===== config.mk =====
export PLATFORM = sky130hd
export DESIGN_NAME = bus_master_port
export DESIGN_NICKNAME = d
export VERILOG_FILES = /design/src/rtl/bus_master_port.sv
export SDC_FILE = /design/constraint.sdc
export NUM_CORES = 1
export LEC_CHECK = 0
export CORE_UTILIZATION = 40
export CTS_BUF_LIST = sky130_fd_sc_hd__clkbuf_4 sky130_fd_sc_hd__clkbuf_8
export DETAILED_ROUTE_END_ITERATION = 7
export DONT_BUFFER_PORTS = 1
export PLACE_DENSITY = 0.52
export SETUP_SLACK_MARGIN = 0.15
export SYNTH_ARGS = -nofsm -noshare
export SYNTH_HDL_FRONTEND = slang
export SYNTH_SLANG_ARGS = --single-unit

===== constraint.sdc =====
create_clock -name clk -period 2 [get_ports clk]
set_clock_uncertainty 0.15 [all_clocks]
set_input_delay 0.4 -clock clk [delete_from_list [all_inputs] [get_ports clk]]
set_output_delay 0.4 -clock clk [all_outputs]
set_load 0.005 [all_outputs]

===== src/rtl/bus_master_port.sv =====
// Requester-side bus port: requests the bus from the arbiter, runs the address
// and data phases of one burst, then releases the bus and reports status.
module bus_master_port #(
  parameter int ADDR_WIDTH = 16,
  parameter int DATA_WIDTH = 16,
  parameter int LEN_WIDTH  = 4,
  parameter int TIMEOUT    = 255
) (
  input  logic                  clk,
  input  logic                  Reset,
  input  logic                  cmd_valid,
  output logic                  cmd_ready,
  input  logic [ADDR_WIDTH-1:0] cmd_addr,
  input  logic [LEN_WIDTH-1:0]  cmd_len,
  input  logic [DATA_WIDTH-1:0] wr_data,
  output logic                  wr_data_ack,
  output logic                  BARQ,
  input  logic                  BAGD,
  output logic                  AddressValid,
  output logic [ADDR_WIDTH-1:0] BusAddr,
  input  logic                  TargetReady,
  output logic                  DataStrobe,
  output logic [DATA_WIDTH-1:0] BusData,
  output logic                  done,
  output logic [2:0]            Error
);

  localparam int            CW  = (TIMEOUT < 1) ? 1 : $clog2(TIMEOUT + 1);
  localparam logic [CW-1:0] TMO = CW'(TIMEOUT);

  localparam logic [2:0] ERR_OK   = 3'd0;
  localparam logic [2:0] ERR_GNT  = 3'd1;
  localparam logic [2:0] ERR_TGT  = 3'd2;
  localparam logic [2:0] ERR_LOST = 3'd3;

  typedef enum logic [2:0] {IDLE, REQ, ADDR, DATA, RELEASE} state_e;

  state_e                state_q, state_d;
  logic [CW-1:0]         cnt_q, cnt_d;
  logic [LEN_WIDTH-1:0]  beat_q, beat_d;
  logic [LEN_WIDTH-1:0]  len_q, len_d;
  logic [ADDR_WIDTH-1:0] addr_q, addr_d;
  logic [2:0]            err_q, err_d;
  logic                  barq_q, avalid_q, data_q, rdy_q, done_q;
  logic                  beat_fire;

  // A data beat is the same-cycle TargetReady handshake while we still hold
  // the grant; a lost grant suppresses the strobe in that very cycle.
  assign beat_fire = data_q & BAGD & TargetReady;

  always_comb begin
    state_d = state_q;
    cnt_d   = cnt_q;
    beat_d  = beat_q;
    len_d   = len_q;
    addr_d  = addr_q;
    err_d   = err_q;
    unique case (state_q)
      IDLE: begin
        if (cmd_valid && rdy_q) begin
          state_d = REQ;
          addr_d  = cmd_addr;
          len_d   = cmd_len;
          err_d   = ERR_OK;
          cnt_d   = '0;
          beat_d  = '0;
        end
      end
      REQ: begin
        if (BAGD) begin
          state_d = ADDR;
          cnt_d   = '0;
        end else if (cnt_q == TMO) begin
          state_d = RELEASE;
          err_d   = ERR_GNT;
        end else begin
          cnt_d = cnt_q + 1'b1;
        end
      end
      ADDR: begin
        if (!BAGD) begin
          state_d = RELEASE;
          err_d   = ERR_LOST;
        end else if (TargetReady) begin
          state_d = DATA;
          cnt_d   = '0;
        end else if (cnt_q == TMO) begin
          state_d = RELEASE;
          err_d   = ERR_TGT;
        end else begin
          cnt_d = cnt_q + 1'b1;
        end
      end
      DATA: begin
        if (!BAGD) begin
          state_d = RELEASE;
          err_d   = ERR_LOST;
        end else if (TargetReady) begin
          cnt_d = '0;
          // Compare before incrementing so len=all-ones never wraps the beat count.
          if (beat_q == len_q) state_d = RELEASE;
          else                 beat_d  = beat_q + 1'b1;
        end else if (cnt_q == TMO) begin
          state_d = RELEASE;
          err_d   = ERR_TGT;
        end else begin
          cnt_d = cnt_q + 1'b1;
        end
      end
      RELEASE: begin
        if (!BAGD) state_d = IDLE;
      end
      default: state_d = IDLE;
    endcase
  end

  always_ff @(posedge clk or negedge Reset) begin
    if (!Reset) begin
      state_q  <= IDLE;
      cnt_q    <= '0;
      beat_q   <= '0;
      len_q    <= '0;
      addr_q   <= '0;
      err_q    <= ERR_OK;
      barq_q   <= 1'b0;
      avalid_q <= 1'b0;
      data_q   <= 1'b0;
      rdy_q    <= 1'b1;
      done_q   <= 1'b0;
    end else begin
      state_q  <= state_d;
      cnt_q    <= cnt_d;
      beat_q   <= beat_d;
      len_q    <= len_d;
      addr_q   <= addr_d;
      err_q    <= err_d;
      barq_q   <= (state_d == REQ) || (state_d == ADDR) || (state_d == DATA);
      avalid_q <= (state_d == ADDR);
      data_q   <= (state_d == DATA);
      rdy_q    <= (state_d == IDLE);
      done_q   <= (state_d == RELEASE) && (state_q != RELEASE);
    end
  end

  assign cmd_ready    = rdy_q;
  assign BARQ         = barq_q;
  assign AddressValid = avalid_q;
  assign BusAddr      = addr_q;
  assign DataStrobe   = beat_fire;
  assign wr_data_ack  = beat_fire;
  assign BusData      = beat_fire ? wr_data : '0;
  assign done         = done_q;
  assign Error        = err_q;

endmodule


==> results.yml, run 1 <==
layout:
  nets: 246
  diodes: 0
  final.fill_count: 490
  multi_input_area_um2: 1080
  regArea_um2: 1060
  area_growth_syn_to_layout_pct: 11.3
  stdcell_count: 273
  drive_gt1_share_pct: 34.5
  stdcell_area_um2: 2480
  fin_util_pct: 47.4
timing:
  setup_viol: 0
  fin_ws_ns: 0.185
  rsz0062_at_grt: "true"
  finalHoldViolations: 0
  tns_ns: 0
  worst_hold_slack_ns: 0.110
  period_minus_slack_ns: 1.82
  drv_slew: 0
  post-route-period-util_pct: 90.8
  clock.fmax_mhz: 551
detailed_routing:
  ant_nets: 0
  routed_wl_um: 4420
  drc: 0
  vias: 1468
  dr.pass1.iters: 4
  viasPerCell: 5.38
  drt_iter0_markers: 110
  routedWlPerCell_um: 16.2
place:
  hpwlAfterDp_um: 3070
  pre_cts_ws_ns: 0.0643
  place_area_um2: 2240
  placed_cells: 256
  gp_congestion: 0.774
  portBuffers: 0
grt:
  grt_max_degree: 43
  antenna_found_initial: 0
  grt_pass1_vias: 1476
  grt_first_pass_wirelength_um: 7150
  grt-ovfl-total: 0
  gr-usage-all-layers_pct: 15.3
power:
  vdd_drop_max_mv: 0.620
  power.density_nw_per_um2: 1360
  totalPowerFinal_mw: 3.38
  p_leak_nw: 1.04
worst_setup_path:
  critPathMaxFanout: 10
  required_ns: 2.03
  r2r_slack_ns: 0.18
  path_delay_family: "simple AND/OR/NAND/NOR gates"
  crit_slowest_cell: "dfrtp_2"
  cp-end-kind: "flip-flop"
  rr_endpoint: "Error[1]"
  path_class: "reg2reg"
  reg2reg_depth: 5
  r2r_start: "state_q[1]"
  worstPathCellList: "and2b_2, and3_4, o2bb2ai_2, nand3b_1, mux2_1"
  setup.worst_path.start_class: "flip-flop"
  path_buf_inv: 0
  cp.arrival_ns: 1.84
  max_stage_delay_ns: 0.50
logic_synthesis:
  ys_warn_count: 0
  async_flop_share_pct: 100
  yosys.area.top_type_share_pct: 46.0
  yosysSeqAreaShare_pct: 47.2
  synthTopCellsByCount: "dfrtp_1, mux2_2, and2_1"
  synth_most_common_cell: "dfrtp_1"
  syn_inst: 195
  synth_top_cell_by_area: "dfrtp_1"
  synth_edf_count: 0
  synth_area_um2: 2230
  synth-seq-cells: 42
  synthFlopType: "dfrtp_1"
  yosysUniqueCellTypes: 51
  synth_area_per_cell_um2: 11.4
  synth.area.top_cells: "dfrtp_1, mux2_2, and2_1"
  synth.net_count: 238
cts:
  h-tree-depth: 2
  cts_tree: "yes"
  ctsRootBufferMaster: "clkbuf_8"
  clk_latency_ns: 0.29
  cts.sinks: 42
  cts_buffer_depth: 2
  clk_pin_slew_ns: 0.08
  cts_made_buffers: 5
worst_hold_path:
  min_from: "cmd_len[2]"
  min_path_cells: 1
  min_to: "len_q[2]"
  hold_path.class: "in2reg"
die:
  num_rows: 26
  die_h_um: 76.6
  core_um2: 5240
  die_area_um2: 5870
  top_level_ports: 82
  die_x_um: 76.6
  initial_core_util_pct: 42.5
status:
  status: "complete, no violations"
run:
  maxCapViolations: 0
[kinds of logic (layout without fill, tap and decap cells)]
logic type	count (synthesis)	count (layout)	synth area share (%)
muxes	22	22	11.1
DFF	42	42	47.2
xor gates and xnor gates	10	10	3.93
other	1	1	0.168
adders and majority gates	2	2	1.12
AOI/OAI and AO/OA	25	25	8.87
and+or+nand+nor	77	78	21.8
buffers and inverters	16	23	5.78
[layer usage]
metal	GRT usage [%]	wire [um]	vias up
met5	0	0	-
met4	5.19	31	0
met3	4.43	191	4
met2	24.8	2220	43
met1	19.5	1980	729
li1	-	-	692
[power by group]
group	internal, mW	total (mW)	switching (mW)
registers	1.16	1.42	0.257
logic	0.800	1.44	0.641
clock network	0.238	0.516	0.278
[registers in the layout, summed over array words and instances, names as in the netlist, 2 cells and up]
register,count
BusAddr,16
cnt_q,8
beat_q,4
len_q,4
state_q,3
Error,2
[cell type report]
cell class / count / area share, %
clock buffers: 5 / 2.77
multi-input cells: 138 / 43.7
inverters: 2 / 0.303
flip-flops and latches: 42 / 42.6
repair buffers: 14 / 6.56
well taps: 70 / 3.53
clock inverters: 2 / 0.605
[worst max-delay path by stage]
stage                    end        from  cells after the start
floorplan           cnt_q[5]    cnt_q[0]                      7
global placement    Error[1]  state_q[1]                      5
detailed placement  Error[1]  state_q[1]                      5
CTS                 Error[1]    cnt_q[0]                      6
global route        Error[1]    cnt_q[0]                      6
finish              Error[1]  state_q[1]                      5
[cell usage in the layout (no fill, tap or decap), types with 2 or more instances in the layout]
cell and instances:
nand2_1 10, dfrtp_2 3, inv_1 2, nor3_2 3, nor2_2 5, nand4_1 3, nand3_1 8, clkbuf_8 5
buf_12 3, nand3b_1 2, o21ai_1 2, a21oi_1 7, a21oi_2 2, and2_1 16, nand2b_1 3, xor2_1 6
mux2_1 2, and3_4 2, and3_2 2, buf_4 9, and3_1 3, o21ai_0 2, xnor2_1 4, clkinvlp_4 2
dfrtp_1 38, mux2_2 20, a211oi_1 2, nor2_1 7
[repair_timing]
item | CTS | global route
hold buffers | 2 | 0
buffers inserted | 2 | 4
gates cloned | 0 | 2
pin swaps | 0 | 2
gates resized for setup | 3 | 9
setup endpoints to repair | 30 | 33
hold endpoints to repair | 42 | 0
(Power assumes the default switching activity.)
==> run 2: changes to the inputs <==
--- a/config.mk
+++ b/config.mk
@@ -11,6 +11,7 @@
 export DONT_BUFFER_PORTS = 1
 export PLACE_DENSITY = 0.52
 export SETUP_SLACK_MARGIN = 0.15
+export SLEW_MARGIN = 20
 export SYNTH_ARGS = -nofsm -noshare
 export SYNTH_HDL_FRONTEND = slang
 export SYNTH_SLANG_ARGS = --single-unit
==> results of run 2 <==
The final DEF is identical to that of run 1; final timing and power are the same.
==> run 3: changes to the inputs <==
--- a/config.mk
+++ b/config.mk
@@ -5,11 +5,12 @@
 export SDC_FILE = /design/constraint.sdc
 export NUM_CORES = 1
 export LEC_CHECK = 0
+export CORE_ASPECT_RATIO = 2
 export CORE_UTILIZATION = 40
 export CTS_BUF_LIST = sky130_fd_sc_hd__clkbuf_4 sky130_fd_sc_hd__clkbuf_8
 export DETAILED_ROUTE_END_ITERATION = 7
 export DONT_BUFFER_PORTS = 1
-export PLACE_DENSITY = 0.52
+export PLACE_DENSITY = 0.54
 export SETUP_SLACK_MARGIN = 0.15
 export SLEW_MARGIN = 20
 export SYNTH_ARGS = -nofsm -noshare
==> constraint.sdc (replaced) <==
create_clock -name clk -period 1.65 [get_ports clk]
set_clock_uncertainty 0.15 [all_clocks]
set_input_delay 0.33 -clock clk [delete_from_list [all_inputs] [get_ports clk]]
set_output_delay 0.33 -clock clk [all_outputs]
set_load 0.005 [all_outputs]
==> run 3 against run 2 <==
  * Sequential share of layout area fell by 7.3 points
  * The flow now finishes with violations (negative setup slack)
  * Count of clock-buffer cells in the layout is the same
  * Power is 56% higher
  * Via count rose by 11%
  * Worst hold slack got worse by 0.090 ns
  * First-iteration DRC count fell by 75%
  * Design area rose by 21%
==> results.yml, run 3 (same netlist as run 1, synthesis figures left out) <==
cts:
  cts_made_buffers: 5
  cts_buffer_depth: 2
  clk_latency_ns: 0.30
  h-tree-depth: 2
  cts_tree: "yes"
  ctsRootBufferMaster: "clkbuf_8"
  cts.sinks: 42
  clk_pin_slew_ns: 0.09
worst_hold_path:
  min_to: "BusAddr[13]"
  min_path_cells: 1
  min_from: "cmd_addr[13]"
  hold_path.class: "in2reg"
grt:
  grt_first_pass_wirelength_um: 7850
  gr-usage-all-layers_pct: 18.7
  antenna_found_initial: 0
  grt-ovfl-total: 0
  grt_pass1_vias: 1725
  grt_max_degree: 43
die:
  top_level_ports: 82
  num_rows: 38
  core_um2: 5370
  die_x_um: 54.8
  initial_core_util_pct: 41.5
  die_area_um2: 5890
  die_h_um: 108
layout:
  area_growth_syn_to_layout_pct: 34.3
  largest_reg_flops: 16
  regArea_um2: 1060
  diodes: 0
  stdcell_count: 292
  drive_gt1_share_pct: 54.7
  mostFrequentLayoutCells: "dfrtp_1, buf_4, mux2_4"
  final.fill_count: 457
  nets: 274
  multi_input_area_um2: 1290
  final_common_cell: "dfrtp_1"
worst_setup_path:
  cp-end-kind: "flip-flop"
  cp.arrival_ns: 1.82
  setup.worst_path.start_class: "flip-flop"
  r2r_slack_ns: -0.12
  reg2reg_depth: 5
  path_class: "reg2reg"
  rr_endpoint: "Error[1]"
  critPathMaxFanout: 6
  required_ns: 1.69
  r2r_start: "state_q[1]"
place:
  gp_congestion: 0.836
  pre_cts_ws_ns: -0.155
  portBuffers: 0
  hpwlAfterDp_um: 3460
  placed_cells: 270
power:
  power.density_nw_per_um2: 1770
  vdd_drop_max_mv: 1.05
  p_leak_nw: 1.35
timing:
  fin_ws_ns: -0.124
  worst_hold_slack_ns: 0.0199
  period_minus_slack_ns: 1.77
  rsz0062_at_grt: "true"
  setup_viol: 34
  drv_slew: 0
  tns_ns: -1.77
  post-route-period-util_pct: 108
  finalHoldViolations: 0
  clock.fmax_mhz: 564
detailed_routing:
  vias: 1632
  viasPerCell: 5.59
  drc: 0
  drt_iter0_markers: 28
  ant_nets: 0
  routed_wl_um: 5320
  dr.pass1.iters: 4
  routedWlPerCell_um: 18.2
status:
  violations: "negative setup slack"
  status: "complete, but fails checks"
run:
  maxCapViolations: 0
## run 3: cell count changes in the layout (fill, tap and decap cells not counted), moves of 3 or more
cell | previous run | this run
and3_4 | 2 | 5
mux2_2 | 20 | 0
buf_6 | 0 | 9
and2_1 | 16 | 0
mux2_4 | 0 | 22
and2_4 | 0 | 16
buf_4 | 9 | 25
## run 3: what timing repair did
item / CTS / global route
hold buffers: 2 / 0
setup endpoints to repair: 59 / 60
setup buffers: 5 / 2
pin swaps: 35 / 11
hold endpoints to repair: 42 / 0
cloned: 2 / 3
resized for setup: 41 / 9
## run 3: worst max-delay path, stage by stage (launching register included)
cell       delay, ns
dfrtp_2         0.48
and2b_2         0.26
and3_4          0.18
o2bb2ai_4       0.13
nand3b_1        0.15
mux2_4          0.33
## run 3: power breakdown
part | leakage, nW | switching [mW] | internal, mW | total (mW)
Sequential | 0.528 | 0.325 | 1.41 | 1.73
Combinational | 0.758 | 1.02 | 1.53 | 2.55
Clock | 0.0683 | 0.392 | 0.607 | 0.998
## run 3: how the worst max path moves through the flow
stage	cells after the start	to	startpoint	slack, ns
after floorplan	8	Error[0]	cnt_q[0]	-0.17
after global placement	5	cnt_q[1]	state_q[2]	-0.12
after detailed placement	5	cnt_q[1]	state_q[2]	-0.15
after CTS	4	BusAddr[0]	cmd_ready	-0.12
after global routing	6	cnt_q[5]	state_q[2]	-0.17
final	5	Error[1]	state_q[1]	-0.12
## run 3: through the flow
stage	util, %	instance area (um2)	total power [mW]
2_1_floorplan	-	2340	3.26
3_3_place_gp	47.1	2530	3.72
3_5_place_dp	47.1	2530	3.78
4_1_cts	53.5	2880	5.01
5_1_grt	55.7	2990	5.56
6_report	55.7	2990	5.28
## run 3: final cells by class
class,instances,area share [%]
tap,60,2.51
clock inverter,3,2.30
sequential,42,35.3
clock buffer,5,2.30
timing repair buffer,41,14.2
multi-input combinational,139,43.2
inverter,2,0.251
## run 3: routing by layer
layer | share of wire [%] | wire (um) | vias to the layer above | GRT usage [%]
met5 | 0 | 0 | - | 0
met4 | 2.3 | 124 | 0 | 9.52
met3 | 5.6 | 300 | 12 | 3.67
met2 | 57 | 3010 | 81 | 32.5
met1 | 35 | 1880 | 790 | 19.7
li1 | - | - | 749 | -
==> variant 1 (flow settings as in run 2) <==
Make the reset (`Reset`) synchronous in one clocked block.
--- a/src/rtl/bus_master_port.sv
+++ b/src/rtl/bus_master_port.sv
@@ -115,5 +115,5 @@
   end
 
-  always_ff @(posedge clk or negedge Reset) begin
+  always_ff @(posedge clk) begin
     if (!Reset) begin
       state_q  <= IDLE;
Formal check against the unedited RTL: differs if Reset is asserted again (counterexample within 4 cycles, from zero or initial values and one cycle with Reset low); with Reset held inactive, the same outputs for 10 cycles.
==> variant 1 against run 2 <==
  * Sequential share of layout area down 6.0 points
  * Wire length is 7.5% higher
  * Global-route usage grew 2.7 points
  * Area after synthesis fell by 8.3%
  * Sequential cell count is the same
  * Design area fell by 7.0%
  * Worst setup slack improved by 0.041 ns
  * Critical path type unchanged
  * Largest cell class unchanged
Power is not compared: it rests on default switching activity, and its combinational part moved more than twofold at a synthesized area within 25%.
==> variant 1: results (changes against run 2) <==
.. list-table::
   :header-rows: 1

   * - Metric
     - Value
   * - FFs w/ async S/R, synth
     - 0 (-1.00)
   * - Worst flop-to-flop path endpoint
     - state_q[0]
   * - Synth top area cells
     - sky130_fd_sc_hd__dfxtp_1 41%, sky130_fd_sc_hd__nand2_1 11%, sky130_fd_sc_hd__a21oi_1 8.3%
   * - Overall Global Routing Usage
     - 0.180 (+0.0269)
   * - Proportion of layout cells with a drive suffix above 1
     - 0.165 (-0.179)
   * - Placed Cells incl. Taps
     - 326 (+27%)
   * - Vias in the first global route
     - 1535 (+4.0%)
   * - Number of antenna violations at the first check in global routing
     - 0 (unchanged)
   * - Maximum cell stage delay along the critical path
     - 0.44 ns (-0.06 ns)
   * - Critical path arrival
     - 1.81 ns (-0.03 ns)
   * - R2R Setup Slk
     - 0.23 ns (+0.04 ns)
   * - Buffers on Ports
     - 0 (unchanged)
   * - Launch point of the worst hold path
     - Reset
   * - Nets in the synthesized netlist
     - 301 (+26%)
   * - Nets
     - 309 (+26%)
   * - Iteration-0 DRC Markers
     - 121 (+10%)
   * - Sequential element share of the synthesized area
     - 0.411 (-0.0609)
   * - Placed wire-length estimate
     - 3410 um (+11%)
   * - Critical R2R Launch
     - cnt_q[1]
   * - Total Routed Length
     - 4750 um (+7.5%)
   * - Most instantiated cells after synthesis
     - 58 x sky130_fd_sc_hd__nand2_1, 42 x sky130_fd_sc_hd__dfxtp_1, 34 x sky130_fd_sc_hd__a21oi_1
   * - Fill cell total of the finished layout
     - 503 (+2.7%)
   * - Master of the slowest instance on the critical path
     - sky130_fd_sc_hd__or3_4
   * - Routability congestion estimate from global placement
     - 0.845 (+9.1%)
   * - Synthesized instance count
     - 258 (+32%)
   * - Post-CTS Setup Repair Bufs
     - 0 (-2)
   * - Maximum number of pins on one net before global-route repair
     - 22 (-49%)
   * - Total of warnings raised by yosys
     - 0 (unchanged)
   * - Wire length of the first global-routing pass
     - 7400 um (+3.6%)
   * - Routed length per instance
     - 14.3 um (-12%)
   * - Status
     - finished clean
   * - Overall via count from detail_route
     - 1759 (+20%)
   * - Biggest fanout along the worst timing path
     - 7 (-3)
   * - Number of distinct library cell variants in the gate-level netlist after synthesis
     - 50 (-2.0%)
   * - Cell Area, Placed
     - 2190 um2 (-2.4%)
   * - Min-Delay Endpoint
     - cmd_ready
-- variant 1: cells by family after synthesis --
| logic type | count (synthesis) | share of synthesized area |
|---|---|---|
| and+or+nand+nor | 115 | 0.279 |
| AOI/OAI and AO/OA | 65 | 0.206 |
| DFF | 42 | 0.411 |
| buffers and inverters | 24 | 0.0508 |
| xor gates and xnor gates | 8 | 0.0343 |
| adders and majority gates | 2 | 0.0122 |
| other | 1 | 0.00183 |
| muxes | 1 | 0.00490 |
-- variant 1: per-layer routing --
metal,vias up,global-route usage,part of all wire
met5,-,0,0
met4,0,0.0662,0.012
met3,5,0.0370,0.048
met2,67,0.281,0.47
met1,792,0.243,0.47
li1,895,-,-
-- variant 1: area by class of cell --
| type | instances | area [um2] | area share |
|---|---|---|---|
| flip-flops and latches | 42 | 843 | 0.365 |
| well taps | 67 | 83.8 | 0.0363 |
| inverters | 8 | 30.0 | 0.0130 |
| multi-input cells | 192 | 1140 | 0.496 |
| clock buffers | 5 | 68.8 | 0.0298 |
| clock inverters | 2 | 10.0 | 0.00434 |
| repair buffers | 17 | 128 | 0.0553 |
-- variant 1: stage by stage --
stage / hold WS, ns / worst slack [ns] / utilization
5_1_grt: 0.0430 / 0.0942 / 0.479
2_1_floorplan: 0.298 / 0.162 / -
6_report: 0.0499 / 0.226 / 0.479
3_5_place_dp: 0.314 / 0.0903 / 0.455
3_3_place_gp: 0.309 / 0.110 / 0.455
4_1_cts: 0.0379 / 0.129 / 0.472
-- variant 1: timing repair --
| item | in CTS | in global routing |
|---|---|---|
| hold buffers | 0 | 0 |
| pin swaps | 0 | 1 |
| gates resized for setup | 1 | 8 |
| endpoints found under the setup margin | 6 | 32 |
| endpoints found under the hold margin | 0 | 0 |
-- variant 1: power breakdown --
group          switching (uW)  internal (uW)
Clock                     284            235
Combinational             173            119
Sequential               39.6            887
Total                     496           1240
-- variant 1: how the worst max path moves through the flow --
stage / end / slack [ns] / depth (start not counted) / startpoint
CTS: done / 0.13 / 6 / cnt_q[0]
global route: done / 0.09 / 6 / state_q[1]
global placement: state_q[0] / 0.11 / 5 / cnt_q[0]
finish: state_q[0] / 0.23 / 5 / cnt_q[1]
floorplan: state_q[0] / 0.16 / 6 / cnt_q[0]
detailed placement: BARQ / 0.09 / 5 / cnt_q[0]
-- variant 1: worst max-delay path, delay by kind of cell, from the launching register on --
family	cells	cell delay [ns]
and+or+nand+nor	2	0.56
DFF	1	0.38
adders and majority gates	1	0.17
AOI/OAI and AO/OA	2	0.42
==> variant 2 (flow settings as in run 2) <==
Without the edit above. `LEN_WIDTH`: 4 -> 16.
--- a/src/rtl/bus_master_port.sv
+++ b/src/rtl/bus_master_port.sv
@@ -4,5 +4,5 @@
   parameter int ADDR_WIDTH = 16,
   parameter int DATA_WIDTH = 16,
-  parameter int LEN_WIDTH  = 4,
+  parameter int LEN_WIDTH  = 16,
   parameter int TIMEOUT    = 255
 ) (
Interface: changed (resized cmd_len); port bits go from 82 to 94. The function was not compared with the original's and may differ.
==> variant 2 against run 2 <==
  * The flow now finishes with violations (hold timing, setup timing)
  * Wire length rose by 89%
  * First-iteration DRC count rose by 12%
  * Via count grew 100%
  * Area after synthesis rose by 52%
  * Sequential cell count increased by 24
  * Combinational power increased by 8%
  * Non-clock buffer count rose by 55
  * Maximum frequency shrank 11%
  * Design area rose by 77%
  * Worst setup slack worse by 0.23 ns
  * Clock power grew to 2.6 times the old value
  * Power grew 46%
  * Critical endpoint is now BARQ
==> variant 2: results (changes against run 2) <==
.. list-table::
   :header-rows: 1

   * - Metric
     - Value
   * - Status
     - finished with violations
   * - Violated checks
     - hold timing, setup timing
   * - Standby leakage power
     - 0.00213 uW (+100%)
   * - Synthesized-area fraction occupied by ao, oa, aoi and oai cells
     - 0.0793 (-0.00944)
   * - Beginning of the critical path
     - len_q[15]
   * - Nets
     - 496 (+100%)
   * - Cell Area, Placed
     - 3730 um2 (+66%)
   * - Most instantiated cells after synthesis
     - 115 x sky130_fd_sc_hd__nand2_1, 65 x sky130_fd_sc_hd__dfrtp_1, 21 x sky130_fd_sc_hd__and2_1, 21 x sky130_fd_sc_hd__xor2_1
   * - Overall via count from detail_route
     - 2931 (+100%)
   * - Number of buffers inserted for hold repair after clock tree synthesis
     - 24 (+22)
   * - Number of buffers added by the clock tree synthesis step
     - 9 (+4)
   * - Post-CTS Setup Repair Bufs
     - 6 (+4)
   * - Worst hold-check slack
     - -0.413 ns (-0.523 ns)
   * - Synth top area cells
     - sky130_fd_sc_hd__dfrtp_1 48%, sky130_fd_sc_hd__nand2_1 13%, sky130_fd_sc_hd__xor2_1 5.4%
   * - Met3 WL post-DR
     - 389 um (+100%)
   * - Iteration-0 DRC Markers
     - 123 (+12%)
   * - Final setup viols
     - 11 (+11)
   * - Number of distinct library cell variants in the gate-level netlist after synthesis
     - 42 (-18%)
   * - Min setup slack post-route
     - -0.0469 ns (-0.232 ns)
   * - Proportion of layout cells with a drive suffix above 1
     - 0.206 (-0.139)
   * - Number of hold violations in the final report
     - 66 (+66)
   * - Critical path arrival
     - 2.13 ns (+0.29 ns)
   * - Post-synthesis adder-cell area fraction
     - 0.00737 (-0.00386)
   * - Routability congestion estimate from global placement
     - 0.805 (+4.0%)
   * - Fill cell total of the finished layout
     - 764 (+56%)
[variant 2: changes by cell type after synthesis, sizes merged, moves of 6 or more]
cell,delta
or4,+7
nor4,+6
a21oi,+8
mux2i,+6
nand2,+104
clkbuf,+15
mux2,-21
dfrtp,+24
nand4,+10
xor2,+15
o31ai,+8
[variant 2: critical path, stage by stage, from the launching register on]
cell	delay, ns
sky130_fd_sc_hd__dfrtp_1	0.40
sky130_fd_sc_hd__xor2_1	0.17
sky130_fd_sc_hd__nor4_2	0.39
sky130_fd_sc_hd__and4_4	0.37
sky130_fd_sc_hd__a41oi_2	0.19
sky130_fd_sc_hd__or2_1	0.26
[variant 2: layout make-up]
type                       count  area, um2  share of cell area
multi-input combinational    288       1740               0.396
sequential                    66       1650               0.376
timing repair buffer          69        608               0.138
clock buffer                  11        151              0.0345
tap                          105        131              0.0299
clock inverter                 5       85.1              0.0194
inverter                       7       26.3             0.00598
[variant 2: per-stage QoR]
| stage | hold WS, ns | TNS, ns | total power, uW | utilization | instances |
|---|---|---|---|---|---|
| after global placement | -0.0436 | -2.63 | 3430 | 0.453 | 503 |
| after detailed placement | -0.0432 | -3.18 | 3450 | 0.453 | 503 |
| after floorplan | -0.0456 | 0 | 2970 | - | 386 |
| after global routing | -0.434 | -1.40 | 5290 | 0.535 | 551 |
| final | -0.413 | -0.224 | 4950 | 0.535 | 551 |
| after CTS | -0.429 | -0.137 | 4910 | 0.524 | 550 |
[variant 2: per-layer routing]
layer  up-vias  global-route usage
li1       1419                   -
met1      1405               0.276
met2        98               0.311
met3         9              0.0405
met4         0              0.0795
met5         -                   0
[variant 2: report_power, final]
group	total (uW)	leakage [uW]	internal [uW]	switching [uW]
clock	1330	0.000116	777	553
combinational	1560	0.00115	710	850
sequential	2060	0.000863	1750	313
total	4950	0.00213	3230	1720
